[src/rtl/logic_design_pkg.sv]
// Shared widths and seven-segment glyph table for the accumulator display.
package logic_design_pkg;

    localparam int ACC_W = 8;
    localparam int NIB_W = 4;
    localparam int SEG_W = 7;

    typedef logic [SEG_W-1:0] seg_t;

    // Active-low segments, bit0=a .. bit6=g
    localparam seg_t SEG_GLYPH [16] = '{
        7'h40, 7'h79, 7'h24, 7'h30,
        7'h19, 7'h12, 7'h02, 7'h78,
        7'h00, 7'h10, 7'h08, 7'h03,
        7'h46, 7'h21, 7'h06, 7'h0E
    };

endpackage

[src/rtl/logic_design_hex7seg.sv]
// Combinational nibble to active-low seven-segment decoder.
module hex7seg
    import logic_design_pkg::*;
(
    input  logic [NIB_W-1:0] val_i,
    output logic [SEG_W-1:0] seg_o
);

    assign seg_o = SEG_GLYPH[val_i];

endmodule

[src/rtl/logic_design_top.sv]
// 8-bit wrapping accumulator of SW[3:0], shown on HEX1:HEX0; HEX3 shows SW[3:0].
module logic_design_top
    import logic_design_pkg::*;
(
    input  logic       CLOCK_50,
    input  logic [4:0] SW,
    output logic [6:0] HEX0,
    output logic [6:0] HEX1,
    output logic [6:0] HEX3
);

    logic             rst_n;
    logic [NIB_W-1:0] operand;
    logic [ACC_W-1:0] acc_q;
    logic [ACC_W-1:0] acc_d;

    assign rst_n   = SW[4];
    assign operand = SW[NIB_W-1:0];

    // Carry out of bit 7 is intentionally dropped
    assign acc_d = acc_q + ACC_W'(operand);

    always_ff @(posedge CLOCK_50 or negedge rst_n) begin
        if (!rst_n) begin
            acc_q <= '0;
        end else begin
            acc_q <= acc_d;
        end
    end

    hex7seg u_hex0 (
        .val_i (acc_q[NIB_W-1:0]),
        .seg_o (HEX0)
    );

    hex7seg u_hex1 (
        .val_i (acc_q[ACC_W-1:NIB_W]),
        .seg_o (HEX1)
    );

    hex7seg u_hex3 (
        .val_i (operand),
        .seg_o (HEX3)
    );

endmodule

[config.mk]
export PLATFORM = sky130hd
export DESIGN_NAME = logic_design_top
export DESIGN_NICKNAME = d
export VERILOG_FILES = /design/src/rtl/logic_design_pkg.sv /design/src/rtl/logic_design_hex7seg.sv /design/src/rtl/logic_design_top.sv
export SDC_FILE = /design/constraint.sdc
export NUM_CORES = 1
export LEC_CHECK = 0
export ABC_CLOCK_PERIOD_IN_PS = 4400
export BUFFER_PORTS_ARGS = -buffer_cell sky130_fd_sc_hd__buf_2
export CAP_MARGIN = 20
export CORE_AREA = 2 2 52 54
export CTS_BUF_LIST = sky130_fd_sc_hd__clkbuf_8 sky130_fd_sc_hd__clkbuf_16
export DETAILED_ROUTE_END_ITERATION = 10
export DIE_AREA = 0 0 54 56
export PLACE_DENSITY = 0.75
export SYNTH_ARGS = -nofsm -noshare
export SYNTH_HDL_FRONTEND = slang
export SYNTH_HIERARCHICAL = 1
export SYNTH_SLANG_ARGS = --single-unit
[constraint.sdc]
create_clock -name CLOCK_50 -period 4.4 [get_ports CLOCK_50]
set_input_delay 0.66 -clock CLOCK_50 [delete_from_list [all_inputs] [get_ports CLOCK_50]]
set_output_delay 0.66 -clock CLOCK_50 [all_outputs]
set_load 0.02 [all_outputs]
==> flow_metrics.env, run 1 <==
export IMPL_synth_top_family_by_area="adder cells"
export IMPL_worstSetupStartpointType="primary input"
export IMPL_htree_levels=1
export IMPL_crit_type="primary input to primary output"
export IMPL_status="finished, final reports clean"
export IMPL_cts_tree="done"
export IMPL_synthCells=132
export IMPL_critical_path_cell_chain="buf_2, inv_1, ha_1, and2b_2, or3b_1, o21ai_0, buf_2"
export IMPL_largest_reg_flops=8
export IMPL_setup_viol=0
export IMPL_fin_skew_ns=0.00616
export IMPL_dr_pass1_iters=6
export IMPL_cts_buffers=3
export IMPL_synth_xor_area_share_pct=3.51
export IMPL_grt_max_degree=14
export IMPL_worst_ep_arrival_time_ns=2.04
export IMPL_grt_pass1_wl_mm=3.72
export IMPL_ys_ff_latch=8
export IMPL_synth_seq_area_share_pct=16.0
export IMPL_hpwl_mm=1.84
export IMPL_synth_compound_area_share_pct=15.4
export IMPL_io_pins=27
export IMPL_r2r_start="acc_q[0]"
export IMPL_drc=0
export IMPL_fillers=218
export IMPL_clk_latency_ns=0.23
export IMPL_gp_congestion=0.830
export IMPL_overflow=0
export IMPL_yosys_warnings=6
export IMPL_port_buffers=26
export IMPL_min_path_type="primary input to asynchronous set/reset pin"
export IMPL_pre_cts_ws_ns=1.71
export IMPL_synth_edf_count=0
export IMPL_powerDensity_mw_per_mm2=774
export IMPL_netlist_area_mm2=0.00125
export IMPL_largestRegisters="acc_q (8)"
export IMPL_die_w_um=54
export IMPL_cts_hold_buf=0
export IMPL_start_util_pct=51.3
export IMPL_synth_area_per_cell_um2=9.45
export IMPL_wl_per_cell_um=12.4
export IMPL_synthArstFlopShare_pct=100
export IMPL_synthAdderAreaFrac_pct=26.7
export IMPL_critPathRequiredTime_ns=3.74
export IMPL_ys_flop_type="dfrtp_1"
export IMPL_clock_sinks=8
export IMPL_cp_common_cell="buf_2"
export IMPL_total_power_w=0.00109
export IMPL_fin_crit_ns=2.70
export IMPL_num_rows=18
export IMPL_crit_path_top_delay_cell="or3b_1"
export IMPL_synth_nets=164
export IMPL_layout_drive_gt1_share_pct=24.5
export IMPL_largest_register="acc_q"
export IMPL_worstMarginPinSlew_ns=0.505
export IMPL_worst_ir_drop_vdd_mv=0.447
export IMPL_cts_resized=0
export IMPL_die_area_mm2=0.00302
export IMPL_nNetsFinal=189
export IMPL_r2r_slack_ns=2.54
export IMPL_routed_wl_mm=2.30
export IMPL_setup_ws_ns=1.70
export IMPL_hold_viol=0
export IMPL_finalMaxSlewViolations=0
export IMPL_track_usage_pct=15.9
export IMPL_rsz0062_at_grt="false"
export IMPL_slowest_delay_ns=0.36
export IMPL_cts_reportedPaths_clkPinSlew_ns=0.04
export IMPL_cp_max_fo=7
export IMPL_core_area_mm2=0.00243
export IMPL_p_leak_nw=0.763
export IMPL_detail_route_antenna_nets=0
export IMPL_fin_tns_setup_ns=0
export IMPL_vias=986
export IMPL_rr_endpoint="acc_q[6]"
export IMPL_grt_antenna_before_repair=0
export IMPL_cts_setup_buffers=0
export IMPL_area_delta_synth_final_pct=12.8
export IMPL_finalCritPeriodShare_pct=61.4
export IMPL_drt_iter0_drc=24
export IMPL_endpoint_kind="primary output"
export IMPL_ff2ff_path_depth=7
export IMPL_synthDistinctLibCells=26
export IMPL_cts_max_path_buffers=2
export IMPL_diodes=0
export IMPL_clockRootBuffer="clkbuf_8"
export IMPL_die_height_um=56
export IMPL_max_cap_viol_count=0
export IMPL_avgViaCountPerCell=5.33
export IMPL_fmax_mhz=370
export IMPL_relSlewSlack_pct=66.3
export IMPL_grt_pass1_vias=900
export IMPL_yosys_area_share_simple_pct=11.5
export IMPL_muxShareOfSynthArea_pct=18.7
per-layer routing:
layer / up-vias / track usage, % / wire [um]
met5: - / 0 / 0
met4: 0 / 4.29 / 0
met3: 0 / 2.42 / 105
met2: 26 / 28.7 / 1170
met1: 453 / 18.8 / 1020
li1: 507 / - / -
layout by cell type, fill, tap and decap left out, types with 3 or more instances in the layout:
cell,count
buf_2,26
ha_1,25
nor2_1,16
inv_1,14
mux2i_1,12
dfrtp_1,8
o21ai_0,6
a22o_1,6
nand2_1,5
xnor2_1,4
o21ai_1,3
clkbuf_8,3
a21oi_1,3
mux4_1,3
and2b_2,3
a32o_1,3
or3b_1,3
mux2_2,3
where the power goes:
part / switching, W / internal, W / total (W)
logic: 0.000422 / 0.000348 / 0.000770
clock network: 0.0000268 / 0.0000591 / 0.0000859
registers: 0.000120 / 0.000113 / 0.000233
worst max-delay path, delay by kind of cell:
family / cells / cell delay, ns
buf+inv: 3 / 0.49
simple gates: 2 / 0.59
compound gates: 1 / 0.08
fa+ha+maj: 1 / 0.22
synth_stat cells (2+ instances only):
| cell | instances | share of area, % |
|---|---|---|
| nor2_1 | 16 | 4.8 |
| a22o_1 | 6 | 4.2 |
| a21oi_1 | 3 | 1.2 |
| mux2i_1 | 12 | 9.6 |
| xnor2_1 | 4 | 2.8 |
| mux2_2 | 3 | 2.7 |
| ha_1 | 25 | 25 |
| and2b_2 | 3 | 2.1 |
| buf_2 | 3 | 1.2 |
| a32o_1 | 3 | 2.4 |
| a21o_1 | 2 | 1.2 |
| dfrtp_1 | 8 | 16 |
| or3b_1 | 3 | 2.1 |
| mux4_1 | 3 | 6.3 |
| o21ai_0 | 6 | 2.4 |
| buf_6 | 3 | 2.7 |
| o21ai_1 | 3 | 1.2 |
| nand2_1 | 5 | 1.5 |
| inv_1 | 14 | 4.2 |
how the worst max path moves through the flow:
stage,cells after the start,end,slack [ns],from
finish,7,HEX3[0],1.70,SW[1]
global route,7,HEX3[0],1.63,SW[1]
CTS,7,HEX3[0],1.71,SW[1]
detailed placement,7,HEX3[0],1.71,SW[1]
global placement,7,HEX3[0],1.81,SW[1]
floorplan,5,HEX3[0],2.00,SW[1]
area by class of cell:
cell class | instances | area (um2) | area share [%]
Clock buffer | 3 | 41.3 | 2.93
Timing Repair Buffer | 26 | 130 | 9.24
Multi-Input combinational cell | 104 | 946 | 67.2
Inverter | 14 | 52.6 | 3.73
Sequential cell | 8 | 200 | 14.2
Tap cell | 30 | 37.5 | 2.67
metrics by stage:
step                      instance area [um2]  std cells  hold slack, ns  utilization [%]
after floorplan                          1250        132           0.364                -
after global placement                   1370        182           0.501             56.2
after detailed placement                 1370        182           0.503             56.2
after CTS                                1410        185           0.265             57.9
after global routing                     1410        185           0.267             57.9
final                                    1410        185           0.263             57.9
cells by family after synthesis:
family | count (synthesis)
buffers and inverters | 20
adder cells (fa/ha/maj) | 26
AND/OR/NAND/NOR | 29
XOR/XNOR | 5
multiplexers | 18
AO/OA/AOI/OAI | 26
flip-flops | 8
No activity file was read; power rests on OpenSTA's default activity.
==> run 2: changes to the inputs <==
--- a/config.mk
+++ b/config.mk
@@ -5,14 +5,14 @@
 export SDC_FILE = /design/constraint.sdc
 export NUM_CORES = 1
 export LEC_CHECK = 0
-export ABC_CLOCK_PERIOD_IN_PS = 4400
+export ABC_CLOCK_PERIOD_IN_PS = 2200
 export BUFFER_PORTS_ARGS = -buffer_cell sky130_fd_sc_hd__buf_2
 export CAP_MARGIN = 20
-export CORE_AREA = 2 2 52 54
+export CORE_AREA = 2 2 54 56
 export CTS_BUF_LIST = sky130_fd_sc_hd__clkbuf_8 sky130_fd_sc_hd__clkbuf_16
 export DETAILED_ROUTE_END_ITERATION = 10
-export DIE_AREA = 0 0 54 56
-export PLACE_DENSITY = 0.75
+export DIE_AREA = 0 0 56 58
+export PLACE_DENSITY = 0.73
 export SYNTH_ARGS = -nofsm -noshare
 export SYNTH_HDL_FRONTEND = slang
 export SYNTH_HIERARCHICAL = 1
==> constraint.sdc (replaced) <==
create_clock -name CLOCK_50 -period 2.2 [get_ports CLOCK_50]
set_input_delay 0.33 -clock CLOCK_50 [delete_from_list [all_inputs] [get_ports CLOCK_50]]
set_output_delay 0.33 -clock CLOCK_50 [all_outputs]
set_load 0.02 [all_outputs]
==> flow_metrics.env, run 2 (synthesized netlist as in run 1, its figures left out) <==
export IMPL_die_area_mm2=0.00325
export IMPL_place_inst=186
export IMPL_wl_per_cell_um=12.4
export IMPL_p_leak_nw=0.780
export IMPL_status="finished, final reports clean"
export IMPL_drc=0
export IMPL_cts_max_path_buffers=2
export IMPL_worst_ir_drop_vdd_mv=1.38
export IMPL_cp_max_fo=8
export IMPL_finalCritPeriodShare_pct=96.1
export IMPL_area_delta_synth_final_pct=16.7
export IMPL_cts_tree="done"
export IMPL_core_area_mm2=0.00266
export IMPL_htree_levels=1
export IMPL_multi_input_area_um2=948
export IMPL_cts_buffers=3
export IMPL_p_comb_share_pct=73.1
export IMPL_dr_pass1_iters=4
export IMPL_fin_tns_setup_ns=0
export IMPL_routed_wl_mm=2.37
export IMPL_worstMarginPinSlew_ns=0.484
export IMPL_min_path_type="primary input to flip-flop"
export IMPL_gp_congestion=0.800
export IMPL_finalMaxSlewViolations=0
export IMPL_overflow=0
export IMPL_seq_power_share_pct=19.0
export IMPL_start_util_pct=46.9
export IMPL_fin_crit_ns=2.11
export IMPL_die_w_um=56
export IMPL_relSlewSlack_pct=67.7
export IMPL_num_rows=19
export IMPL_largest_reg_flops=8
export IMPL_detail_route_antenna_nets=0
export IMPL_total_power_w=0.00226
export IMPL_grt_pass1_vias=946
export IMPL_vias=1006
export IMPL_setup_ws_ns=0.0854
export IMPL_worstSetupStartpointType="flip-flop"
export IMPL_max_cap_viol_count=0
export IMPL_clockRootBuffer="clkbuf_8"
export IMPL_holdWs_ns=0.450
export IMPL_worst_ep_arrival_time_ns=1.78
export IMPL_crit_type="flip-flop to primary output"
export IMPL_diodes=0
export IMPL_drt_iter0_drc=28
export IMPL_final_common_cell="buf_2"
export IMPL_grt_antenna_before_repair=0
export IMPL_p_sw_w=0.00117
export IMPL_largestRegisters="acc_q (8)"
export IMPL_setup_viol=0
export IMPL_r2r_start="acc_q[0]"
export IMPL_seqCellArea_um2=204
export IMPL_setup_worst_path_start="acc_q[0]"
export IMPL_internal_power_w=0.00110
export IMPL_io_pins=27
export IMPL_powerDensity_mw_per_mm2=1560
export IMPL_hpwl_mm=1.86
export IMPL_clk_latency_ns=0.23
export IMPL_die_height_um=58
export IMPL_avgViaCountPerCell=5.27
export IMPL_layout_drive_gt1_share_pct=30.0
export IMPL_final_cell_mix="buf_2 (26), ha_1 (24), nor2_1 (16)"
export IMPL_clock_sinks=8
export IMPL_largest_register="acc_q"
export IMPL_pre_cts_ws_ns=0.208
export IMPL_fin_skew_ns=0.00214
export IMPL_port_buffers=26
export IMPL_grt_pass1_wl_mm=3.97
export IMPL_cts_reportedPaths_clkPinSlew_ns=0.04
export IMPL_track_usage_pct=14.9
export IMPL_final_cell_count_no_fill=191
export IMPL_swShare_pct=51.6
export IMPL_fillers=258
export IMPL_worstHoldStart="SW[0]"
export IMPL_grt_max_degree=14
export IMPL_critPathRequiredTime_ns=1.87
export IMPL_endpoint_kind="primary output"
export IMPL_nNetsFinal=194
export IMPL_hold_viol=0
export IMPL_fmax_mhz=473
export IMPL_pwr_share_clk_pct=7.9
==> run 2: changes by cell type in the layout (fill, tap and decap cells not counted), moves of 2 or more <==
cell | previous run | this run
dfrtp_2 | 0 | 3
buf_4 | 0 | 4
dfrtp_1 | 8 | 5
inv_2 | 0 | 2
inv_1 | 14 | 12
==> run 2: layer usage <==
metal  track usage [%]  vias to the layer above  routed length [um]
li1                  -                      518                   -
met1              18.4                      467                1130
met2              26.6                       19                1130
met3              3.79                        2                  97
met4              3.06                        0                  12
met5                 0                        -                   0
==> run 2: area by class of cell <==
type / instances / share of cell area (%)
multi-input combinational: 104 / 65.2
sequential: 8 / 14.0
timing repair buffer: 31 / 11.7
inverter: 14 / 3.61
clock buffer: 3 / 2.84
tap: 31 / 2.67
==> run 2: path summary, 6_finish.rpt <==
check / slack [ns] / cells past startpoint / to
hold / removal: 0.45 / 2 / acc_q[0]
setup / recovery: 0.09 / 5 / HEX0[3]
setup reg to reg: 0.40 / 7 / acc_q[6]
hold reg to reg: 0.61 / 1 / acc_q[0]
max in group asynchronous: 1.56 / 2 / acc_q[0]
min in group asynchronous: 0.46 / 2 / acc_q[4]
==> run 2: through the flow <==
step,util [%],cell area (um2)
after floorplan,-,1250
after global placement,52.2,1390
after detailed placement,52.2,1390
after CTS,54.2,1440
after global routing,54.7,1460
final,54.7,1460
==> run 2: power by group through the flow <==
stage          Clock, W  Sequential, W  Combinational, W
6_report       0.000178       0.000430           0.00166
5_1_grt        0.000194       0.000453           0.00182
4_1_cts        0.000184       0.000430           0.00165
3_5_place_dp          0       0.000428           0.00163
3_3_place_gp          0       0.000415           0.00159
2_1_floorplan         0       0.000337           0.00131
==> run 2: worst max-delay path, stage by stage (launching register included) <==
cell and delay [ns]:
dfrtp_2 0.43, inv_1 0.12, ha_1 0.29, inv_1 0.05
mux4_1 0.49, buf_2 0.18
==> run 2: what timing repair did <==
item,4_1_cts,5_1_grt
setup endpoints to repair,2,3
hold buffers,1,0
gates resized for setup,2,4
gates cloned,0,0
hold endpoints to repair,8,0
buffers inserted,0,1
==> run 3: changes to the inputs <==
--- a/config.mk
+++ b/config.mk
@@ -5,6 +5,7 @@
 export SDC_FILE = /design/constraint.sdc
 export NUM_CORES = 1
 export LEC_CHECK = 0
+export ABC_AREA = 1
 export ABC_CLOCK_PERIOD_IN_PS = 2200
 export BUFFER_PORTS_ARGS = -buffer_cell sky130_fd_sc_hd__buf_2
 export CAP_MARGIN = 20
@@ -12,7 +13,7 @@
 export CTS_BUF_LIST = sky130_fd_sc_hd__clkbuf_8 sky130_fd_sc_hd__clkbuf_16
 export DETAILED_ROUTE_END_ITERATION = 10
 export DIE_AREA = 0 0 56 58
-export PLACE_DENSITY = 0.73
+export PLACE_DENSITY = 0.75
 export SYNTH_ARGS = -nofsm -noshare
 export SYNTH_HDL_FRONTEND = slang
 export SYNTH_HIERARCHICAL = 1
==> flow_metrics.env, run 3 <==
export IMPL_cts_max_path_buffers=2
export IMPL_worst_ep_arrival_time_ns=1.60
export IMPL_final_cell_mix="nand2_1 (77), nand3_1 (33), inv_1 (26), buf_2 (26), ha_1 (25)"
export IMPL_avgViaCountPerCell=4.97
export IMPL_fin_crit_ns=1.93
export IMPL_cts_buffers=3
export IMPL_die_area_mm2=0.00325
export IMPL_yosys_top_cells_count="nand2_1 (77), nand3_1 (33), inv_1 (26)"
export IMPL_ys_flop_type="dfrtp_1"
export IMPL_largest_reg_flops=8
export IMPL_track_usage_pct=16.3
export IMPL_clock_sinks=8
export IMPL_yosysMostFrequentCell="nand2_1"
export IMPL_area_delta_synth_final_pct=13.4
export IMPL_max_cap_viol_count=0
export IMPL_critPathRequiredTime_ns=1.87
export IMPL_cts_hold_buf=1
export IMPL_fin_skew_ns=0.00303
export IMPL_fmax_mhz=517
export IMPL_synth_area_per_cell_um2=6.45
export IMPL_synth_seq_area_share_pct=15.6
export IMPL_port_buffers=26
export IMPL_detail_route_antenna_nets=0
export IMPL_total_power_w=0.00211
export IMPL_setup_ws_ns=0.265
export IMPL_hold_viol=0
export IMPL_io_pins=27
export IMPL_fin_tns_setup_ns=0
export IMPL_grt_max_degree=17
export IMPL_worst_ir_drop_vdd_mv=1.16
export IMPL_worstMarginPinSlew_ns=0.479
export IMPL_htree_levels=1
export IMPL_nNetsFinal=257
export IMPL_largestRegisters="acc_q (8)"
export IMPL_drt_iter0_drc=33
export IMPL_setup_viol=0
export IMPL_hpwl_mm=1.89
export IMPL_pre_cts_ws_ns=0.492
export IMPL_die_height_um=58
export IMPL_endpoint_kind="primary output"
export IMPL_gp_congestion=0.812
export IMPL_r2r_start="acc_q[0]"
export IMPL_synthCells=199
export IMPL_fin_area_mm2=0.00146
export IMPL_yosys_top_cells_area="ha_1 (24%), nand2_1 (23%), dfrtp_1 (16%)"
export IMPL_finalMaxSlewViolations=0
export IMPL_final_common_cell="nand2_1"
export IMPL_layout_drive_gt1_share_pct=17.5
export IMPL_yosys_warnings=6
export IMPL_grt_pass1_wl_mm=4.22
export IMPL_p_leak_nw=0.896
export IMPL_grt_pass1_vias=1000
export IMPL_vias=1262
export IMPL_dr_pass1_iters=4
export IMPL_crit_type="flip-flop to primary output"
export IMPL_min_path_type="primary input to flip-flop"
export IMPL_rsz0062_at_grt="false"
export IMPL_clockRootBuffer="clkbuf_8"
export IMPL_finalCritPeriodShare_pct=87.9
export IMPL_relSlewSlack_pct=68.1
export IMPL_num_rows=19
export IMPL_cts_tree="done"
export IMPL_drc=0
export IMPL_synthArstFlopShare_pct=100
export IMPL_cts_setup_buffers=0
export IMPL_cts_resized=0
export IMPL_routed_wl_mm=2.43
export IMPL_yosys_area_top_type="ha_1"
export IMPL_netlist_area_mm2=0.00128
export IMPL_grt_antenna_before_repair=0
export IMPL_synthDistinctLibCells=21
export IMPL_diodes=0
export IMPL_start_util_pct=48.2
export IMPL_clk_latency_ns=0.23
export IMPL_die_w_um=56
export IMPL_status="finished, final reports clean"
export IMPL_wl_per_cell_um=9.55
export IMPL_worstHoldStart="SW[0]"
export IMPL_powerDensity_mw_per_mm2=1450
export IMPL_synth_nets=231
export IMPL_postPlaceCellArea_mm2=0.00140
export IMPL_worstSetupStartpointType="flip-flop"
export IMPL_netlist_area_leader_share_pct=24.4
export IMPL_largest_register="acc_q"
export IMPL_cp_max_fo=10
export IMPL_overflow=0
export IMPL_cts_reportedPaths_clkPinSlew_ns=0.04
export IMPL_synth_edf_count=0
export IMPL_ys_ff_latch=8
export IMPL_core_area_mm2=0.00266
export IMPL_setup_worst_path_start="acc_q[4]"
==> run 3: per-layer routing <==
metal / share of wire (%) / routed length (um) / GRT usage, %
met1: 48 / 1170 / 20.5
met2: 45 / 1080 / 27.2
met3: 5.6 / 135 / 4.02
met4: 1.7 / 42 / 6.12
met5: 0 / 0 / 0
==> run 3: layout make-up <==
| cell class | instances | area (um2) |
|---|---|---|
| clock buffer | 3 | 41.3 |
| fill | 279 | 1210 |
| inverter | 29 | 109 |
| multi-input combinational | 156 | 926 |
| sequential | 8 | 200 |
| tap | 31 | 38.8 |
| timing repair buffer | 27 | 140 |
==> run 3: logic make-up after synthesis <==
logic type	count (synthesis)	share of synthesized area, %
AOI/OAI and AO/OA	11	5.46
xor gates and xnor gates	3	2.05
adders and majority gates	26	25.9
buffers and inverters	35	12.3
DFF	8	15.6
and+or+nand+nor	116	38.7
==> run 3: power breakdown <==
part,total (W),leakage [nW],internal [W],switching [W]
logic,0.00149,0.779,0.000558,0.000935
registers,0.000437,0.0953,0.000225,0.000211
clock network,0.000176,0.0216,0.000118,0.0000575
==> run 3: path summary, 6_finish.rpt <==
kind	endpoint	slack (ns)	depth (start not counted)
max	HEX1[3]	0.27	6
min	acc_q[0]	0.42	2
max reg2reg	acc_q[6]	0.58	7
min reg2reg	acc_q[0]	0.63	1
max in group asynchronous	acc_q[2]	1.55	2
min in group asynchronous	acc_q[7]	0.48	2
==> run 3: critical path, stage by stage (launching register included) <==
cell and delay [ns]:
dfrtp_1 0.51, inv_1 0.17, ha_1 0.34, nand2_1 0.07, nand3_1 0.08, nand2_1 0.06
buf_2 0.15
==> run 3: per-stage QoR <==
step | std cells | hold slack, ns | util [%]
3_5_place_dp | 250 | 0.185 | 52.7
5_1_grt | 254 | 0.434 | 54.7
6_report | 254 | 0.424 | 54.7
3_3_place_gp | 250 | 0.182 | 52.7
2_1_floorplan | 199 | 0.0344 | -
4_1_cts | 254 | 0.420 | 54.7
